$ cat src/rtl/cpu_step_ctrl_pkg.sv
// Shared state encoding and defaults for the run/step/halt sequencer.
package cpu_step_ctrl_pkg;

  typedef logic [1:0] state_t;

  localparam state_t ST_IDLE   = 2'd0;
  localparam state_t ST_RUN    = 2'd1;
  localparam state_t ST_STEP   = 2'd2;
  localparam state_t ST_HALTED = 2'd3;

  localparam int DEB_TICKS_DEF = 4;

endpackage

$ cat src/rtl/cpu_step_ctrl_btn_debounce.sv
// Button conditioner: 2-flop synchroniser, tick-paced debounce counter, rising-edge pulse.
module btn_debounce
  import cpu_step_ctrl_pkg::*;
#(
  parameter int DEB_TICKS = DEB_TICKS_DEF
) (
  input  logic clock,
  input  logic reset,
  input  logic tick,
  input  logic din,
  output logic level,
  output logic rise_pulse
);

  localparam int CW = $clog2(DEB_TICKS + 1);
  localparam logic [CW-1:0] CNT_TC = CW'(DEB_TICKS - 1);

  logic [1:0]    sync;
  logic          din_sync;
  logic [CW-1:0] cnt;

  assign din_sync = sync[1];

  // cnt tracks consecutive disagreeing ticks; the terminal tick commits the new level
  always_ff @(posedge clock or posedge reset) begin
    if (reset) begin
      sync       <= 2'b00;
      cnt        <= '0;
      level      <= 1'b0;
      rise_pulse <= 1'b0;
    end else begin
      sync       <= {sync[0], din};
      rise_pulse <= 1'b0;
      if (tick) begin
        if (din_sync == level) begin
          cnt <= '0;
        end else if (cnt == CNT_TC) begin
          cnt        <= '0;
          level      <= din_sync;
          rise_pulse <= din_sync;
        end else begin
          cnt <= cnt + CW'(1);
        end
      end
    end
  end

endmodule

$ cat src/rtl/cpu_step_ctrl.sv
// Run/single-step/halt sequencer issuing the core clock-enable from divider ticks.
// Optional breakpoint comparator enabled by defining BREAKPOINT_EN.
//
// state  | meaning
// IDLE   | core paused, waiting for run switch or step button
// RUN    | free-run, one cpu_en per tick until halt/breakpoint/switch off
// STEP   | waiting for the next tick to issue exactly one cpu_en
// HALTED | stopped by halt_req or breakpoint; leave only by dropping run_sw
module cpu_step_ctrl
  import cpu_step_ctrl_pkg::*;
#(
  parameter int DEB_TICKS = DEB_TICKS_DEF,
  parameter int CNT_W     = 32,
  parameter int PC_W      = 32
) (
  input  logic             clock,
  input  logic             reset,
  input  logic             tick,
  input  logic             run_sw,
  input  logic             step_btn,
  input  logic             halt_req,
  input  logic [PC_W-1:0]  pc,
  input  logic [PC_W-1:0]  bp_addr,
  input  logic             bp_valid,
  output logic             cpu_en,
  output logic [1:0]       state,
  output logic             halted,
  output logic [CNT_W-1:0] cycle_count
);

  state_t state_q;
  state_t state_d;
  logic   run_meta;
  logic   run_sync;
  logic   step_level;
  logic   step_pulse;
  logic   bp_hit;
  logic   cpu_en_d;

  always_ff @(posedge clock or posedge reset) begin
    if (reset) begin
      run_meta <= 1'b0;
      run_sync <= 1'b0;
    end else begin
      run_meta <= run_sw;
      run_sync <= run_meta;
    end
  end

  btn_debounce #(
    .DEB_TICKS (DEB_TICKS)
  ) u_step_deb (
    .clock      (clock),
    .reset      (reset),
    .tick       (tick),
    .din        (step_btn),
    .level      (step_level),
    .rise_pulse (step_pulse)
  );

`ifdef BREAKPOINT_EN
  logic bp_skip;

  // Resuming from a breakpoint must execute the instruction at that PC once.
  always_ff @(posedge clock or posedge reset) begin
    if (reset) begin
      bp_skip <= 1'b0;
    end else if (state_q == ST_HALTED && state_d == ST_IDLE) begin
      bp_skip <= 1'b1;
    end else if (cpu_en) begin
      bp_skip <= 1'b0;
    end
  end

  assign bp_hit = bp_valid & (pc == bp_addr) & ~bp_skip;
`else
  logic unused_bp;
  assign unused_bp = ^{pc, bp_addr, bp_valid, step_level};
  assign bp_hit    = 1'b0;
`endif

  always_ff @(posedge clock or posedge reset) begin
    if (reset) begin
      state_q <= ST_IDLE;
    end else begin
      state_q <= state_d;
    end
  end

  always_comb begin
    state_d = state_q;
    case (state_q)
      ST_IDLE: begin
        if (run_sync)        state_d = ST_RUN;
        else if (step_pulse) state_d = ST_STEP;
      end
      ST_RUN: begin
        if (halt_req || bp_hit) state_d = ST_HALTED;
        else if (!run_sync)     state_d = ST_IDLE;
      end
      ST_STEP: begin
        if (tick) state_d = ST_IDLE;
      end
      ST_HALTED: begin
        if (!run_sync) state_d = ST_IDLE;
      end
      default: state_d = ST_IDLE;
    endcase
  end

  always_comb begin
    halted   = (state_q == ST_HALTED);
    cpu_en_d = tick & (((state_q == ST_RUN) & ~halt_req & ~bp_hit) |
                       (state_q == ST_STEP));
  end

  always_ff @(posedge clock or posedge reset) begin
    if (reset) begin
      cpu_en <= 1'b0;
    end else begin
      cpu_en <= cpu_en_d;
    end
  end

  always_ff @(posedge clock or posedge reset) begin
    if (reset) begin
      cycle_count <= '0;
    end else if (cpu_en) begin
      cycle_count <= cycle_count + CNT_W'(1);
    end
  end

  assign state = state_q;

endmodule

$ cat config.mk
export PLATFORM = sky130hd
export DESIGN_NAME = cpu_step_ctrl
export DESIGN_NICKNAME = d
export VERILOG_FILES = /design/src/rtl/cpu_step_ctrl_pkg.sv /design/src/rtl/cpu_step_ctrl_btn_debounce.sv /design/src/rtl/cpu_step_ctrl.sv
export SDC_FILE = /design/constraint.sdc
export NUM_CORES = 1
export LEC_CHECK = 0
export ABC_AREA = 1
export CORE_ASPECT_RATIO = 1.75
export CORE_UTILIZATION = 41
export CTS_BUF_LIST = sky130_fd_sc_hd__clkbuf_8 sky130_fd_sc_hd__clkbuf_16
export DETAILED_ROUTE_END_ITERATION = 8
export PLACE_DENSITY = 0.8
export SYNTH_ARGS = -nofsm -noshare
export SYNTH_HDL_FRONTEND = slang
export SYNTH_SLANG_ARGS = --single-unit
$ cat constraint.sdc
create_clock -name clock -period 1.6 [get_ports clock]
set_input_delay 0.4 -clock clock [delete_from_list [all_inputs] [get_ports clock]]
set_output_delay 0.4 -clock clock [all_outputs]
set_load 0.02 [all_outputs]
==> metrics list <==
* Initial drt markers: 106
- Setup Viol. Count Final: 0
* Max-slew headroom at the worst pin: 81.59%
* Most common cell after layout, fill and taps aside: sky130_fd_sc_hd__nand2_1
- Least-Margin Pin Slew: 275.2 ps
* Number of global-route vias before repair: 2007
- Die height: 101.2 microns
* CP max stage delay: 440 ps
* Total Die Area: 5937 sq um
- Kind of critical path: reg -> out
- The total area inside the core boundary comes to 5343 sq um.
- Max Root-Sink Buffers: 2
- Global routing finished with a remaining overflow of 0.
- Pwr dens: 954.0 nW/um^2
- Required time of the critical path: 1200 ps
- Basic-gate share of the synthesized area counting and, or, nand and nor cells: 36.37%
* Most frequent cells in the layout: 92 x sky130_fd_sc_hd__nand2_1, 44 x sky130_fd_sc_hd__dfrtp_1, 42 x sky130_fd_sc_hd__inv_1, 35 x sky130_fd_sc_hd__dlygate4sd2_1, 23 x sky130_fd_sc_hd__nor2_1
* Sequential element share of the synthesized area: 47.77%
* Count of input and output buffers: 41
- Of all nets on the critical path, the largest fanout is 6.
- TritonCTS clock tree: built
- Synth Area per Inst: 8.087 sq um
* Final wirelength: 5035 microns
- Across the run, the number of max-cap violations was 0.
* Cells traversed along the worst timing path: dlygate4sd2_1
* # IOs: 107
- Max-slew violation total from the final report: 0
* Number of diodes: 0
* Nets: 419
- Number of endpoints with negative hold slack in the final report: 0
* Element type at the critical path end: output pin
- After routing, the total negative slack on setup checks comes to 0 ps.
- The worst hold path belongs to the class reg -> reg.
- The pre-antenna-repair detailed-routing pass consisted of 4 iterations.
- Counting both buffers and inverters, the worst setup path holds a total of 1.
- The detail route stage leaves a number of antenna-violating nets equal to 0.
* Synth Warn #: 0
- Clock-pin slew on the worst setup and hold paths: 90 ps
* Type of element launching the critical path: register
- TritonCTS sink count: 44
- Total global-route track usage: 18.86%
- Setup repair after global routing left no endpoint under its margin.
- Placer Congestion: 0.8596
* Share of layout cells above drive strength 1: 12.10%
* Max Clock Freq: 0.6659 GHz
- After filler insertion, the fill cell instance count of the layout stands at 528.
* CTS root buffer: sky130_fd_sc_hd__clkbuf_8
- For this design, the slowest cell found on the critical path is sky130_fd_sc_hd__dfrtp_1.
* Arrival time at the worst endpoint: 1100 ps
- Summing the areas of all compound-gate instances in the mapped netlist gives 2.117% of the synthesized area.
- Worst-Skew Late Latency: 300 ps
* Post-synthesis mux area share: 0%
* Post-synthesis cell count: 285
- The design draws 2.853 mW.
* Worst-case vdd ir drop: 0.8630 mV
- The H-tree was split into 2 levels.
- After synthesis the netlist holds a flip-flop and latch count of 44.
- In this run the core area contains 35 standard-cell rows.
* DR DRC count: 0
* Total via count after detailed routing: 1998
- The cell area that synthesis handed to floorplanning was 2305 sq um.
* Drt via density: 4.746
- Share of the cycle needed by the critical path after routing: 93.86%
- Adder-Cell Fraction of Synth Area: 1.086%
- Dominant combinational cell family by area after synthesis: simple AND/OR/NAND/NOR gates
* Global-route wire length before repair: 8542 microns
- The die is 58.68 microns wide.
- Worst Clk Skew: 6.564 ps
- The initial utilization of the core area, before any placement, comes to 43.14%.
- Dividing the detail-routed wire length by the instance count gives 11.96 microns.
* Run status: complete, no violations
- Clock buffer count from CTS: 5
* Post-synth cell types: 25
- Xor-xnor portion of the synthesized cell area: 5.320%
* Pin count of the biggest net entering global routing: 45
- Top cell family by delay on the critical path: flip-flops
- DP Wirelength: 3794 microns
* Min cycle time layout: 1502 ps
* Leak pwr: 1.622 nW
- The initial antenna violation count came to 0.
* Area overhead of the layout relative to synthesis: 29.75%
- Post-synth net total: 358
[metrics by stage]
stage	hold slack (ps)	area, sq um	util (%)	setup slack [ps]	cells
floorplan	331.2	2305	-	168.9	285
global placement	335.6	2918	54.61	70.87	413
detailed placement	341.1	2918	54.61	72.24	413
CTS	358.0	2989	55.95	19.30	421
global route	368.1	2990	55.97	2.395	421
finish	358.4	2990	55.97	98.31	421
[power breakdown]
part           switching [mW]  leakage, nW  total, mW  internal [mW]
Sequential              0.110        0.592       1.34           1.23
Clock                   0.396       0.0583      0.866          0.470
Combinational           0.389        0.972      0.642          0.253
[synthesized netlist by cell type]
cell | count | share of area, %
sky130_fd_sc_hd__ha_1 | 2 | 1.1
sky130_fd_sc_hd__o21ai_0 | 2 | 0.43
sky130_fd_sc_hd__a21oi_1 | 1 | 0.22
sky130_fd_sc_hd__a21boi_0 | 1 | 0.33
sky130_fd_sc_hd__nor4_1 | 1 | 0.27
sky130_fd_sc_hd__nor3_1 | 1 | 0.22
sky130_fd_sc_hd__nor2_4 | 8 | 3.9
sky130_fd_sc_hd__nand4_1 | 13 | 3.5
sky130_fd_sc_hd__inv_2 | 1 | 0.16
sky130_fd_sc_hd__nor2_1 | 23 | 3.7
sky130_fd_sc_hd__xnor2_1 | 4 | 1.5
sky130_fd_sc_hd__nand3_1 | 14 | 3.0
sky130_fd_sc_hd__nand2_2 | 5 | 1.4
sky130_fd_sc_hd__dfrtp_1 | 44 | 48
sky130_fd_sc_hd__nand3_4 | 1 | 0.76
sky130_fd_sc_hd__inv_1 | 42 | 6.8
sky130_fd_sc_hd__nand3b_1 | 9 | 2.9
sky130_fd_sc_hd__and2_1 | 1 | 0.27
sky130_fd_sc_hd__and3_1 | 1 | 0.27
sky130_fd_sc_hd__nand2_1 | 92 | 15
sky130_fd_sc_hd__nor2_2 | 4 | 1.1
sky130_fd_sc_hd__buf_4 | 1 | 0.33
sky130_fd_sc_hd__o22ai_1 | 3 | 0.81
sky130_fd_sc_hd__xor2_1 | 10 | 3.8
sky130_fd_sc_hd__o21a_1 | 1 | 0.33
[metal layers]
metal  vias to the layer above  track usage [%]  part of all wire [%]
met5                         -                0                     0
met4                         0            8.791                   2.1
met3                        10            3.065                   3.2
met2                        46            34.39                    53
met1                       928            20.86                    42
li1                       1014                -                     -
[flip-flops by register name, indices dropped and copies added (netlist names)]
name	flops
u_step_deb.rise_pulse	1
cpu_en	1
u_step_deb.level	1
u_step_deb.cnt	3
u_step_deb.sync	2
cycle_count	32
state	2
run_meta	1
run_sync	1
[what timing repair did]
item | 4_1_cts | 5_1_grt
endpoints found under the setup margin | 36 | 3
hold endpoints to repair | 0 | 0
setup buffers | 0 | 0
hold buffers | 0 | 0
resized for setup | 36 | 3
[final cells by class]
cell class / count / area, sq um / share of cell area, %
Clock inverter: 3 / 47.55 / 1.590
Multi-Input combinational cell: 197 / 1040 / 34.77
Sequential cell: 44 / 1101 / 36.82
Timing Repair Buffer: 55 / 479.2 / 16.03
Clock buffer: 5 / 68.82 / 2.301
Tap cell: 74 / 92.59 / 3.096
Inverter: 43 / 161.4 / 5.397
[final timing paths]
path	start	end	slack (ps)	cells after the start
max in group asynchronous	reset	cycle_count[6]$_DFFE_PP0P_	930	3
max reg2reg	cycle_count[0]$_DFFE_PP0P_	cycle_count[24]$_DFFE_PP0P_	150	8
min reg2reg	run_meta$_DFF_PP0_	run_sync$_DFF_PP0_	360	0
min in group asynchronous	reset	state[0]$_DFFE_PP0P_	460	3
max	cycle_count[17]$_DFFE_PP0P_	cycle_count[17]	100	1
min	run_meta$_DFF_PP0_	run_sync$_DFF_PP0_	360	0
[logic make-up after synthesis]
group,Yosys count
AOI/OAI and AO/OA,8
xor gates and xnor gates,14
adders and majority gates,2
buffers and inverters,44
DFF,44
and+or+nand+nor,173
No activity file was read; power rests on OpenSTA's default activity.
